==> src/rtl/mac_acu_16.sv <==
// -----------------------------------------------------------------------------
// mac_acu_16
//   Accumulates a block of n_terms unsigned products coming from the 16x16
//   sequential multiplier. The sum saturates instead of wrapping. Each finished
//   sum is offered on a valid/ready result port.
//
//   The multiplier cannot be stalled. While a result is waiting, a single
//   pending register catches one product. Any further product that arrives in
//   that time is discarded, and the sticky drop flag is set.
//
// Parameters
//   PROD_W : product width
//   ACC_W  : accumulator / result width (>= PROD_W)
//   CNT_W  : term-counter width (n_terms == 0 means 2^CNT_W terms)
//
// Ports
//   clk, rst   : clock, synchronous active-high reset
//   done       : one-cycle pulse, product valid this cycle
//   product    : unsigned product, sampled when done=1
//   n_terms    : products per result
//   clr        : synchronous flush of block, pending product, result and drop
//   res_valid  : result available
//   res_data   : accumulated (saturated) sum
//   res_ovf    : saturation happened inside this result
//   res_ready  : consumer accepts result when res_valid & res_ready
//   term_cnt   : products accumulated so far in the current block
//   drop       : sticky, a product was discarded
// -----------------------------------------------------------------------------
module mac_acu_16 #(
  parameter int PROD_W = 32,
  parameter int ACC_W  = 40,
  parameter int CNT_W  = 8
) (
  input  logic              clk,
  input  logic              rst,
  input  logic              done,
  input  logic [PROD_W-1:0] product,
  input  logic [CNT_W-1:0]  n_terms,
  input  logic              clr,
  output logic              res_valid,
  output logic [ACC_W-1:0]  res_data,
  output logic              res_ovf,
  input  logic              res_ready,
  output logic [CNT_W-1:0]  term_cnt,
  output logic              drop
);

  typedef enum logic {ACUM = 1'b0, SALIDA = 1'b1} state_t;

  state_t              state_reg,     state_next;
  logic [ACC_W-1:0]    acc_reg,       acc_next;
  logic [CNT_W-1:0]    term_cnt_reg,  term_cnt_next;
  logic                ovf_blk_reg,   ovf_blk_next;
  logic                res_valid_reg, res_valid_next;
  logic [ACC_W-1:0]    res_data_reg,  res_data_next;
  logic                res_ovf_reg,   res_ovf_next;
  logic                pend_v_reg,    pend_v_next;
  logic [PROD_W-1:0]   pend_reg,      pend_next;
  logic                drop_reg,      drop_next;

  // Datapath for a take. A waiting pending product always goes first, so
  // products are accumulated in the order they arrived.
  logic              take;
  logic [PROD_W-1:0] src;
  logic [ACC_W:0]    sum_wide;
  logic [ACC_W-1:0]  sum_sat;
  logic              sum_carry;
  logic [CNT_W-1:0]  cnt_inc;
  logic              last_term;

  assign take      = pend_v_reg | done;
  assign src       = pend_v_reg ? pend_reg : product;
  assign sum_wide  = {1'b0, acc_reg} + {{(ACC_W + 1 - PROD_W){1'b0}}, src};
  assign sum_carry = sum_wide[ACC_W];
  assign sum_sat   = sum_carry ? {ACC_W{1'b1}} : sum_wide[ACC_W-1:0];
  // Comparison is done in CNT_W bits. With n_terms == 0, the block therefore
  // ends after 2^CNT_W terms.
  assign cnt_inc   = term_cnt_reg + 1'b1;
  assign last_term = (cnt_inc == n_terms);

  always_comb begin
    state_next     = state_reg;
    acc_next       = acc_reg;
    term_cnt_next  = term_cnt_reg;
    ovf_blk_next   = ovf_blk_reg;
    res_valid_next = res_valid_reg;
    res_data_next  = res_data_reg;
    res_ovf_next   = res_ovf_reg;
    pend_v_next    = pend_v_reg;
    pend_next      = pend_reg;
    drop_next      = drop_reg;

    case (state_reg)
      ACUM: begin
        // Draining the pending product frees the slot. A product that
        // arrives in the same cycle refills it.
        if (pend_v_reg) begin
          pend_v_next = done;
          if (done) pend_next = product;
        end
        if (take) begin
          if (last_term) begin
            res_data_next  = sum_sat;
            res_ovf_next   = ovf_blk_reg | sum_carry;
            res_valid_next = 1'b1;
            acc_next       = '0;
            term_cnt_next  = '0;
            ovf_blk_next   = 1'b0;
            state_next     = SALIDA;
          end else begin
            acc_next      = sum_sat;
            term_cnt_next = cnt_inc;
            ovf_blk_next  = ovf_blk_reg | sum_carry;
          end
        end
      end

      SALIDA: begin
        if (res_ready) begin
          res_valid_next = 1'b0;
          state_next     = ACUM;
        end
        // The multiplier cannot wait, so the product is either parked or lost.
        if (done) begin
          if (!pend_v_reg) begin
            pend_next   = product;
            pend_v_next = 1'b1;
          end else begin
            drop_next = 1'b1;
          end
        end
      end

      default: state_next = ACUM;
    endcase
  end

  always_ff @(posedge clk) begin
    if (rst || clr) begin
      state_reg     <= ACUM;
      acc_reg       <= '0;
      term_cnt_reg  <= '0;
      ovf_blk_reg   <= 1'b0;
      res_valid_reg <= 1'b0;
      res_data_reg  <= '0;
      res_ovf_reg   <= 1'b0;
      pend_v_reg    <= 1'b0;
      pend_reg      <= '0;
      drop_reg      <= 1'b0;
    end else begin
      state_reg     <= state_next;
      acc_reg       <= acc_next;
      term_cnt_reg  <= term_cnt_next;
      ovf_blk_reg   <= ovf_blk_next;
      res_valid_reg <= res_valid_next;
      res_data_reg  <= res_data_next;
      res_ovf_reg   <= res_ovf_next;
      pend_v_reg    <= pend_v_next;
      pend_reg      <= pend_next;
      drop_reg      <= drop_next;
    end
  end

  assign res_valid = res_valid_reg;
  assign res_data  = res_data_reg;
  assign res_ovf   = res_ovf_reg;
  assign term_cnt  = term_cnt_reg;
  assign drop      = drop_reg;

endmodule

==> config.mk <==
export PLATFORM = sky130hd
export DESIGN_NAME = mac_acu_16
export DESIGN_NICKNAME = d
export VERILOG_FILES = /design/src/rtl/mac_acu_16.sv
export SDC_FILE = /design/constraint.sdc
export NUM_CORES = 1
export LEC_CHECK = 0
export ABC_AREA = 1
export CELL_PAD_IN_SITES_DETAIL_PLACEMENT = 0
export CELL_PAD_IN_SITES_GLOBAL_PLACEMENT = 1
export CORE_ASPECT_RATIO = 0.9
export CORE_MARGIN = 2
export CORE_UTILIZATION = 40
export CTS_CLUSTER_DIAMETER = 80
export DETAILED_ROUTE_END_ITERATION = 16
export HOLD_SLACK_MARGIN = 0.05
export PLACE_DENSITY_LB_ADDON = 0.1
export SETUP_SLACK_MARGIN = 0.1
export SKIP_CTS_REPAIR_TIMING = 1
export SLEW_MARGIN = 20
export SYNTH_ARGS = -nofsm -noshare
export SYNTH_HDL_FRONTEND = slang
export SYNTH_SLANG_ARGS = --single-unit
==> constraint.sdc <==
create_clock -name clk -period 5.8 [get_ports clk]
set_input_delay 1.16 -clock clk [delete_from_list [all_inputs] [get_ports clk]]
set_output_delay 1.16 -clock clk [all_outputs]
set_load 0.005 [all_outputs]
Yosys cells after proc, flatten, opt, wreduce, memory -nomap -nowiden
Index checks and enable logic that the tools add are counted.
{"block": "op_classes", "n_addsub": 2, "n_eq_ne": 7, "muxes": 20, "n_bitwise": 3, "n_reduce_logical": 6}
{"cell": "2-to-1 mux 32 bit", "count": 4}
{"cell": "2-to-1 mux 40 bit", "count": 2}
{"cell": "case mux 32 bit (2 select lines)", "count": 1}
{"cell": "adder 40 x 32 -> 41 bit", "count": 1}
{"cell": "inequality test 2 bit (second input constant)", "count": 6}
{"cell": "AND reduction 3 bit", "count": 4}
{"cell": "2-to-1 mux 1 bit", "count": 9}
{"cell": "adder 8 x 1 -> 8 bit (second input constant)", "count": 1}
{"cell": "== test 8 bit", "count": 1}
{"cell": "2-to-1 mux 8 bit", "count": 1}
{"cell": "case mux 1 bit (2 select lines)", "count": 3}
{"cell": "bitwise OR 1 bit", "count": 2}
{"cell": "AND reduction 2 bit", "count": 1}
{"cell": "logical OR 1 bit", "count": 1}
{"cell": "inverter 1 bit", "count": 1}
{"block": "totals", "register_bits": 126, "word_cells": 48}

Logic depth before layout (Yosys ltp)
Gate-level depths: netlist (run 1).
{"block": "depth", "depth_word": 5, "mapped_depth": 21}

Least setup slack after synthesis (run 1)
OpenSTA, ideal clock, no wires.
{"block": "synth_timing", "path_kind": "input to register", "start": "input product[0]", "end": "register acc_reg[11]", "setup_time_ns": 0.132, "arrival_time_ns": 3.010, "required_time_ns": 5.668, "slack_ns": 2.657, "stages": 17, "path_buffers": 1, "cell_sequence": "nand2_1 o21ai_0 ha_1 fa_1 nand2_1 nand3_1 nand3_1 nand2_1 nand2_1 nand2_1 nand3_1 nand2_1 nand2_1 buf_2 nand3_1 nand2_1 a21oi_1"}
{"block": "synth_via", "elab_chain_len": 4}
{"item": "start, declared", "line": "37", "text": "input logic [PROD_W-1:0] product,"}
{"item": "2-to-1 mux 32 bit"}
{"item": "adder 40 x 32 -> 41 bit", "line": "73", "text": "assign sum_wide = {1'b0, acc_reg} + {{(ACC_W + 1 - PROD_W){1'b0}}, src};"}
{"item": "2-to-1 mux 40 bit", "line": "75", "text": "assign sum_sat = sum_carry ? {ACC_W{1'b1}} : sum_wide[ACC_W-1:0];"}
{"item": "2-to-1 mux 40 bit", "line": "102", "text": "if (last_term) begin"}
{"item": "end signal, assigned", "line": "152", "text": "acc_reg <= acc_next;"}
{"item": "end, declared", "line": "51", "text": "logic [ACC_W-1:0] acc_reg, acc_next;"}
Every way passes these cells.
A chain may end at the register's enable or synchronous reset.

Worst setup path in the final report (run 1)
{"block": "layout_timing", "start": "input product[0]", "end": "register res_data_reg[26], in the netlist res_data[26]"}
{"block": "layout_via", "elab_chain_len": 3}
{"item": "2-to-1 mux 32 bit"}
{"item": "adder 40 x 32 -> 41 bit", "line": "73"}
{"item": "2-to-1 mux 40 bit", "line": "75"}
{"item": "end signal, assigned", "line": "156", "text": "res_data_reg <= res_data_next;"}
{"item": "end, declared", "line": "55", "text": "logic [ACC_W-1:0] res_data_reg, res_data_next;"}
Every way passes these cells.

==> impl_metrics.py, run 1 <==
metrics = {
    "sta": {
        "setup-violations-final": 0,
        "fmax_mhz": 247,
        "setup_ws_ns": 1.75,
        "drv_slew": 0,
        "worst_slew_pin_slew_ns": 1.01,
        "max_slew_margin": 0.324,
        "skew_ns": 0.00776,
        "period_needed_ns": 4.05,
        "hold_ws_ns": 0.457,
        "fin_setup_tns_ns": 0,
        "grt_setup_unrepaired": "false",
        "hold_viol_final": 0,
        "post-route-period-util": 0.698,
    },
    "yosys": {
        "synth_seq_area_share": 0.314,
        "ys_ff_latch": 126,
        "syn_inst": 1326,
        "yosys_warnings": 0,
        "syn_area_um2": 8030,
        "syn_avg_cell_area_um2": 6.05,
        "syn_nets": 1405,
        "yosysUniqueCellTypes": 34,
    },
    "cells_and_area": {
        "antenna_cells": 0,
        "layout.nets": 1479,
        "layout_commonest_cell": "nand2_1",
        "areaGrowthSynthToFinish_pct": 21.4,
        "drive_gt1_frac": 0.0382,
        "fin_util": 0.492,
        "final_cell_mix": "471 x nand2_1, 187 x inv_1, 135 x nor2_1",
        "n_fill_cell": 2097,
    },
    "drt": {
        "via_per_inst": 4.87,
        "initialDrtViolationCount": 471,
        "drt_wl_total_mm": 24.1,
        "postRouteAntennaNets": 0,
        "num_vias": 8123,
        "wl_per_cell_um": 14.5,
        "route.detailed.drc": 0,
        "drt_pass1_iterations": 5,
    },
    "global_route": {
        "grt_pass1_vias": 7601,
        "antenna_found_initial": 0,
        "grt.total_usage": 0.233,
        "grt_overflow": 0,
        "grt_pass1_wl_mm": 39.8,
        "grt_max_degree": 71,
    },
    "clock_network": {
        "numCtsBuffers": 17,
        "cts_buffer_depth": 2,
        "cts_tree": "built",
        "insertion_delay_ns": 0.43,
        "clk_pin_slew_worst_paths_ns": 0.06,
        "cts-root-buf": "clkbuf_16",
        "cts_max_level": 4,
        "clock_sinks": 126,
    },
    "die": {
        "core_um2": 19800,
        "design.die.area_um2": 21200,
        "ioPinCount": 96,
        "die_x_um": 153,
        "initial_core_util": 0.405,
        "rows": 49,
        "die_h_um": 138,
    },
    "run_status": {
        "status": "finished, final reports clean",
    },
    "setup_path": {
        "crit_chain": "clkdlybuf4s50_1 -> nand2_1 -> o21ai_0 -> ha_1 -> fa_1 -> nand2_1 -> nand3_1 -> nand3_1 -> nand2_1 -> nand2_1 -> nand2_1 -> nand3_1 -> nand2_1 -> nand2_1 -> buf_12 -> nand3_1 -> nand2_1 -> a21oi_1",
        "cpMostUsedCell": "nand2_1",
        "worst_setup_path_start_kind": "input port",
        "arrival_ns": 4.32,
        "crit_start": "product[0]",
        "crit_path_max_fanout": 24,
        "required_ns": 6.08,
        "worst_setup_path_end_kind": "flop",
        "crit_slowest_cell": "nand2_1",
        "r2r-start": "pend_v_reg$_SDFFE_PP0P_",
        "critPathKind": "in -> reg",
        "crit_path_max_incr_delay_ns": 0.56,
    },
    "place": {
        "globalplace.congestion": 0.894,
        "place_ws_ns": 1.32,
        "hpwlAfterDp_mm": 17.4,
        "io_buffers": 95,
    },
    "pwr": {
        "p_leak_nw": 4.44,
        "power_density_nw_per_um2": 238,
        "ir_drop_uv": 158,
    },
    "run": {
        "drv_cap": 0,
    },
    "min_path": {
        "hold_class": "reg -> reg",
        "worstHoldStart": "pend_reg[18]$_SDFFE_PP0P_",
    },
}
## worst max-delay path, delay by kind of cell
| family | cells | cell delay (ns) |
|---|---|---|
| buffers and inverters | 2 | 0.69 |
| adder cells (fa/ha/maj) | 2 | 0.72 |
| AND/OR/NAND/NOR | 12 | 1.54 |
| AO/OA/AOI/OAI | 2 | 0.18 |
## Yosys cell counts
cell      instances  area (um2)
a211oi_1         32         240
a21oi_1         106         531
and2_1            1        6.26
and3_1            1        6.26
buf_2             4        20.0
buf_4             4        30.0
buf_6             5        56.3
clkbuf_1         33         124
clkinv_2          1        5.00
dfxtp_1         126        2520
fa_1              1        20.0
ha_1             33         413
inv_1           189         709
inv_2             4        15.0
nand2_1         472        1770
nand2_2           1        6.26
nand3_1          65         325
nand3_2           1        10.0
nand3b_1          3        22.5
nand4_1          14        87.6
nand4_4           1        21.3
nor2_1          135         507
nor2_2            1        6.26
nor2_4            1        11.3
nor3_1            6        30.0
nor3_2            1        10.0
nor4_1            2        12.5
o21a_1            2        15.0
o21ai_0          41         205
o21ai_1          14        70.1
o21bai_1          4        30.0
or2_2             2        12.5
xnor2_1           2        17.5
xor2_1           18         158
## routing by layer
| metal | wire (um) | global-route usage | vias up | share of wire |
|---|---|---|---|---|
| met4 | 279 | 0.0565 | 0 | 0.012 |
| li1 | - | - | 4313 | - |
| met1 | 12200 | 0.334 | 3623 | 0.51 |
| met3 | 988 | 0.0348 | 25 | 0.041 |
| met2 | 10700 | 0.371 | 162 | 0.44 |
| met5 | 0 | 0 | - | 0 |
## where the power goes
group / internal, mW / switching (mW) / total (mW)
combinational: 0.109 / 0.193 / 0.301
clock: 0.699 / 0.437 / 1.14
sequential: 0.876 / 0.00768 / 0.884
## path summary, 6_finish.rpt
check / to / slack (ns) / cells past startpoint
setup / recovery: res_data[26]$_SDFFE_PP0P_ / 1.75 / 18
hold / removal: pend_reg[18]$_SDFFE_PP0P_ / 0.46 / 2
setup reg to reg: res_data[26]$_SDFFE_PP0P_ / 1.81 / 14
hold reg to reg: pend_reg[18]$_SDFFE_PP0P_ / 0.46 / 2
## logic make-up after synthesis
| family | Yosys count | synth area share |
|---|---|---|
| buffers and inverters | 240 | 0.120 |
| adder cells (fa/ha/maj) | 34 | 0.0539 |
| flip-flops | 126 | 0.314 |
| XOR/XNOR | 20 | 0.0218 |
| AND/OR/NAND/NOR | 707 | 0.355 |
| AO/OA/AOI/OAI | 199 | 0.136 |
## area by class of cell
cell class / instances / area (um2) / share of cell area
multi-input combinational: 960 / 4550 / 0.467
sequential: 126 / 2520 / 0.259
timing repair buffer: 101 / 1010 / 0.103
inverter: 194 / 731 / 0.0750
clock buffer: 19 / 453 / 0.0465
tap: 255 / 319 / 0.0327
clock inverter: 13 / 163 / 0.0167
## through the flow
stage / power, mW / cells / area (um2)
after floorplan: 1.10 / 1326 / 8030
after global placement: 1.20 / 1636 / 9130
after detailed placement: 1.20 / 1636 / 9130
after CTS: 2.33 / 1668 / 9740
after global routing: 2.42 / 1668 / 9740
final: 2.32 / 1668 / 9740
(Power assumes the default switching activity.)
==> run 2: changes to the inputs <==
- CORE_UTILIZATION: 40 -> 39
- clock period: 5.8 -> 3.85 ns (I/O delays scaled with it)
==> run 2 against run 1 <==
Effect of this change:
- core utilization decreased by 0.20 points
- die area increased by 2.5%
- via count increased by 0.49%
- hold slack got worse by 0.00062 ns
- cell count increased by 0.42%
- worst setup slack got worse by 1.1 ns
- highest routed layer unchanged
- largest cell class unchanged
- first-iteration DRC count decreased by 5.9%
- combinational power increased by 52%
- critical path type unchanged
- sequential cell count unchanged
- sequential share of layout area decreased by 0.29 points
==> impl_metrics.py, run 2 (synthesis gave the netlist of run 1 again) <==
metrics = {
    "drt": {
        "via_per_inst": 4.87,
        "num_vias": 8163,
        "initialDrtViolationCount": 443,
        "route.detailed.drc": 0,
        "wl_per_cell_um": 14.6,
        "drt_pass1_iterations": 5,
        "drt_wl_total_mm": 24.4,
        "postRouteAntennaNets": 0,
    },
    "sta": {
        "post-route-period-util": 0.829,
        "hold_viol_final": 0,
        "worst_slew_pin_slew_ns": 0.888,
        "fin_setup_tns_ns": 0,
        "fmax_mhz": 313,
        "period_needed_ns": 3.19,
        "setup-violations-final": 0,
        "max_slew_margin": 0.407,
        "skew_ns": 0.00666,
        "drv_slew": 0,
        "grt_setup_unrepaired": "false",
    },
    "min_path": {
        "hold_class": "reg -> reg",
    },
    "pwr": {
        "switchingPower_mw": 0.964,
        "p_leak_nw": 4.50,
        "p_comb_frac": 0.132,
        "seqPwrFrac": 0.383,
        "ir_drop_uv": 267,
        "p_total_mw": 3.48,
        "power_frac_clock": 0.485,
        "power_density_nw_per_um2": 353,
        "intPower_mw": 2.51,
        "swShare": 0.277,
    },
    "clock_network": {
        "cts_max_level": 4,
        "numCtsBuffers": 17,
        "clock_sinks": 126,
        "cts-root-buf": "clkbuf_16",
        "insertion_delay_ns": 0.43,
        "clk_pin_slew_worst_paths_ns": 0.06,
        "cts_buffer_depth": 2,
        "cts_tree": "built",
    },
    "die": {
        "die_x_um": 155,
        "ioPinCount": 96,
        "core_um2": 20100,
        "rows": 49,
        "design.die.area_um2": 21700,
        "die_h_um": 140,
        "initial_core_util": 0.399,
    },
    "global_route": {
        "grt_overflow": 0,
        "antenna_found_initial": 0,
        "grt.total_usage": 0.234,
        "grt_max_degree": 85,
        "grt_pass1_wl_mm": 40.2,
        "grt_pass1_vias": 7643,
    },
    "run": {
        "drv_cap": 0,
    },
    "setup_path": {
        "critPathKind": "in -> reg",
        "worst_setup_path_end_kind": "flop",
        "worst_setup_path_start_kind": "input port",
        "arrival_ns": 3.49,
        "crit_path_max_fanout": 15,
        "required_ns": 4.15,
    },
    "place": {
        "globalplace.congestion": 0.875,
        "io_buffers": 95,
        "hpwlAfterDp_mm": 18.1,
    },
    "cells_and_area": {
        "layout_commonest_cell": "nand2_1",
        "areaGrowthSynthToFinish_pct": 22.8,
        "antenna_cells": 0,
        "drive_gt1_frac": 0.0423,
        "final_cell_mix": "471 x nand2_1, 188 x inv_1, 135 x nor2_1",
        "layout.nets": 1486,
    },
    "run_status": {
        "status": "finished, final reports clean",
    },
}
[run 2: changes by cell type in the layout (fill, tap and decap cells not counted)]
cell,previous run,this run
inv_1,187,188
clkbuf_8,2,0
buf_4,5,7
buf_12,1,6
inv_2,5,4
clkinv_4,3,5
clkinv_2,5,4
inv_6,1,3
clkinvlp_4,3,2
[run 2: power by group through the flow]
stage | Combinational [mW] | Sequential (mW) | Clock (mW)
3_5_place_dp | 0.458 | 1.36 | 0
3_3_place_gp | 0.459 | 1.36 | 0
6_report | 0.459 | 1.33 | 1.69
5_1_grt | 0.521 | 1.33 | 1.78
2_1_floorplan | 0.305 | 1.36 | 0
4_1_cts | 0.460 | 1.33 | 1.72
[run 2: path summary, 6_finish.rpt]
path	depth (start not counted)	slack (ns)	from	end
worst max register to register	16	0.75	pend_v_reg$_SDFFE_PP0P_	acc_reg[26]$_SDFFE_PP0P_
worst min register to register	2	0.46	pend_reg[10]$_SDFFE_PP0P_	pend_reg[10]$_SDFFE_PP0P_
worst max-delay path	18	0.66	product[0]	acc_reg[26]$_SDFFE_PP0P_
worst min-delay path	2	0.46	pend_reg[10]$_SDFFE_PP0P_	pend_reg[10]$_SDFFE_PP0P_
[run 2: metrics by stage]
stage          hold WS, ns  instance area, um2   util  worst slack (ns)  cells
2_1_floorplan        0.434                8030      -              1.10   1326
3_3_place_gp         0.445                9240  0.460             0.295   1643
3_5_place_dp         0.447                9240  0.460             0.237   1643
4_1_cts              0.459                9850  0.490             0.670   1675
5_1_grt              0.475                9850  0.490             0.361   1675
6_report             0.457                9850  0.490             0.660   1675
[run 2: area by class of cell]
type,count,area [um2]
fill,2133,10300
multi-input combinational,960,4550
sequential,126,2520
timing repair buffer,108,1120
inverter,194,731
clock buffer,17,425
tap,255,319
clock inverter,15,185
[run 2: worst max-delay path: stages]
cell and delay, ns:
clkdlybuf4s50_1 0.43, nand2_1 0.07, o21ai_0 0.10, ha_1 0.26, fa_1 0.43, nand2_1 0.11, nand3_1 0.09, nand3_1 0.08
nand2_1 0.10, nand2_1 0.08, nand2_1 0.09, nand3_1 0.11, nand2_1 0.07, nand2_1 0.12, buf_4 0.25, nand3_1 0.14
nand2_1 0.09, a21oi_1 0.07
[run 2: routing by layer]
layer / vias up / part of all wire / wire length [um] / GRT usage
li1: 4336 / - / - / -
met1: 3643 / 0.51 / 12500 / 0.337
met3: 24 / 0.041 / 1010 / 0.0362
met4: 0 / 0.015 / 376 / 0.0657
met2: 160 / 0.43 / 10500 / 0.364
met5: - / 0 / 0 / 0
==> run 3: changes to the inputs <==
- CORE_UTILIZATION: 39 -> 36
- clock period: 3.85 -> 2.85 ns (I/O delays scaled with it)
==> run 3 against run 2 <==
Effect of this change:
- die area rose by 8.1%
- register-to-register slack got worse by 0.61 ns
- highest routed layer unchanged
- cell area grew 13%
- largest cell class unchanged
==> impl_metrics.py, run 3 (synthesis gave the netlist of run 1 again) <==
metrics = {
    "run_status": {
        "status": "finished, final reports clean",
    },
    "cells_and_area": {
        "layout.nets": 1606,
        "fin_util": 0.511,
        "drive_gt1_frac": 0.147,
        "n_fill_cell": 2275,
        "layout_commonest_cell": "nand2_1",
        "multi_input_area_um2": 4710,
        "antenna_cells": 0,
        "areaGrowthSynthToFinish_pct": 38.4,
        "regArea_um2": 2530,
        "final_cell_mix": "460 x nand2_1, 188 x inv_1, 125 x dfxtp_1",
    },
    "clock_network": {
        "numCtsBuffers": 17,
        "clock_sinks": 126,
        "clk_pin_slew_worst_paths_ns": 0.06,
        "cts_tree": "built",
        "cts_buffer_depth": 2,
        "cts_max_level": 4,
        "insertion_delay_ns": 0.43,
        "cts-root-buf": "clkbuf_16",
    },
    "sta": {
        "setup_ws_ns": 0.144,
        "fmax_mhz": 370,
        "hold_viol_final": 0,
        "worst_slew_pin_slew_ns": 0.698,
        "drv_slew": 0,
        "max_slew_margin": 0.535,
        "skew_ns": 0.0106,
        "period_needed_ns": 2.71,
        "post-route-period-util": 0.949,
        "setup-violations-final": 0,
        "grt_setup_unrepaired": "true",
    },
    "setup_path": {
        "crit_slowest_cell": "dfxtp_4",
        "worst_setup_path_end_kind": "flop",
        "critPathKind": "reg -> reg",
        "worst_setup_path_start_kind": "flop",
        "crit_chain": "inv_8 -> clkbuf_16 -> o21ai_0 -> ha_1 -> nand2_1 -> inv_1 -> a21oi_1 -> o21ai_0 -> a21oi_2 -> nand2_2 -> nand2_4 -> clkbuf_16 -> nand3_1 -> nand2_1 -> a21oi_1",
        "arrival_ns": 3.01,
        "crit_path_max_fanout": 13,
        "crit_path_max_incr_delay_ns": 0.38,
        "required_ns": 3.16,
    },
    "place": {
        "io_buffers": 95,
        "globalplace.congestion": 0.915,
        "hpwlAfterDp_mm": 19.4,
        "place_ws_ns": -0.414,
    },
    "global_route": {
        "grt_pass1_vias": 8068,
        "grt.total_usage": 0.224,
        "grt_pass1_wl_mm": 41.9,
        "grt_max_degree": 65,
        "antenna_found_initial": 0,
        "grt_overflow": 0,
    },
    "pwr": {
        "switchingPower_mw": 1.34,
        "intPower_mw": 3.54,
        "swShare": 0.274,
        "p_leak_nw": 5.23,
        "power_frac_clock": 0.468,
        "p_comb_frac": 0.162,
        "power_density_nw_per_um2": 439,
        "seqPwrFrac": 0.369,
        "ir_drop_uv": 301,
    },
    "die": {
        "die_x_um": 161,
        "die_h_um": 146,
        "design.die.area_um2": 23500,
        "rows": 51,
        "core_um2": 21800,
        "ioPinCount": 96,
        "initial_core_util": 0.369,
    },
    "drt": {
        "route.detailed.drc": 0,
        "postRouteAntennaNets": 0,
        "wl_per_cell_um": 14.5,
        "drt_wl_total_mm": 26.6,
        "via_per_inst": 4.72,
        "initialDrtViolationCount": 576,
        "drt_pass1_iterations": 5,
        "num_vias": 8636,
    },
    "min_path": {
        "hold_class": "reg -> reg",
    },
    "run": {
        "drv_cap": 0,
    },
}
==> run 3: cell types whose count changed in the layout (fill, tap and decap cells not counted), sizes merged <==
cell / delta
clkinv: +1
buf: +116
inv: -2
clkbuf: +6
clkinvlp: -1
==> run 3: power groups by stage <==
stage               Combinational [mW]  Sequential [mW]  Clock, mW
global route                     0.885             1.80       2.40
global placement                 0.755             1.84          0
detailed placement               0.756             1.84          0
CTS                              0.760             1.80       2.33
finish                           0.792             1.80       2.28
floorplan                        0.412             1.83          0
==> run 3: path summary, 6_finish.rpt <==
check | startpoint | to | slack, ns | cells past startpoint
max | pend_v_reg$_SDFFE_PP0P_ | res_data[29]$_SDFFE_PP0P_ | 0.14 | 15
min | pend_reg[30]$_SDFFE_PP0P_ | pend_reg[30]$_SDFFE_PP0P_ | 0.46 | 2
min reg2reg | pend_reg[30]$_SDFFE_PP0P_ | pend_reg[30]$_SDFFE_PP0P_ | 0.46 | 2
max reg2reg | pend_v_reg$_SDFFE_PP0P_ | res_data[29]$_SDFFE_PP0P_ | 0.14 | 15
==> run 3: routing by layer <==
metal / wire [um] / up-vias / GRT usage
li1: - / 4579 / -
met1: 13700 / 3866 / 0.324
met2: 11600 / 168 / 0.351
met3: 991 / 23 / 0.0308
met4: 361 / 0 / 0.0527
met5: 0 / - / 0
==> run 3: final cells by class <==
cell class	instances	area share
clock buffers	19	0.0399
clock inverters	13	0.0149
inverters	194	0.0664
multi-input cells	960	0.424
flip-flops and latches	126	0.227
well taps	291	0.0328
repair buffers	228	0.194
==> run 3: worst max-delay path, delay by kind of cell (launching register included) <==
family / cells / cell delay, ns
AO/OA/AOI/OAI: 5 / 0.85
AND/OR/NAND/NOR: 5 / 0.58
buffers and inverters: 4 / 0.49
flip-flops: 1 / 0.38
adder cells (fa/ha/maj): 1 / 0.29
==> run 3: per-stage QoR <==
| stage | hold WS (ns) | cell area [um2] | cells | TNS [ns] | total power [mW] |
|---|---|---|---|---|---|
| after global placement | 0.446 | 10200 | 1789 | -27.90 | 2.59 |
| after detailed placement | 0.449 | 10200 | 1789 | -29.30 | 2.60 |
| after global routing | 0.476 | 11100 | 1831 | -0.0170 | 5.09 |
| after CTS | 0.460 | 10800 | 1821 | -1.30 | 4.89 |
| final | 0.456 | 11100 | 1831 | 0 | 4.87 |
| after floorplan | 0.434 | 8030 | 1326 | 0 | 2.24 |
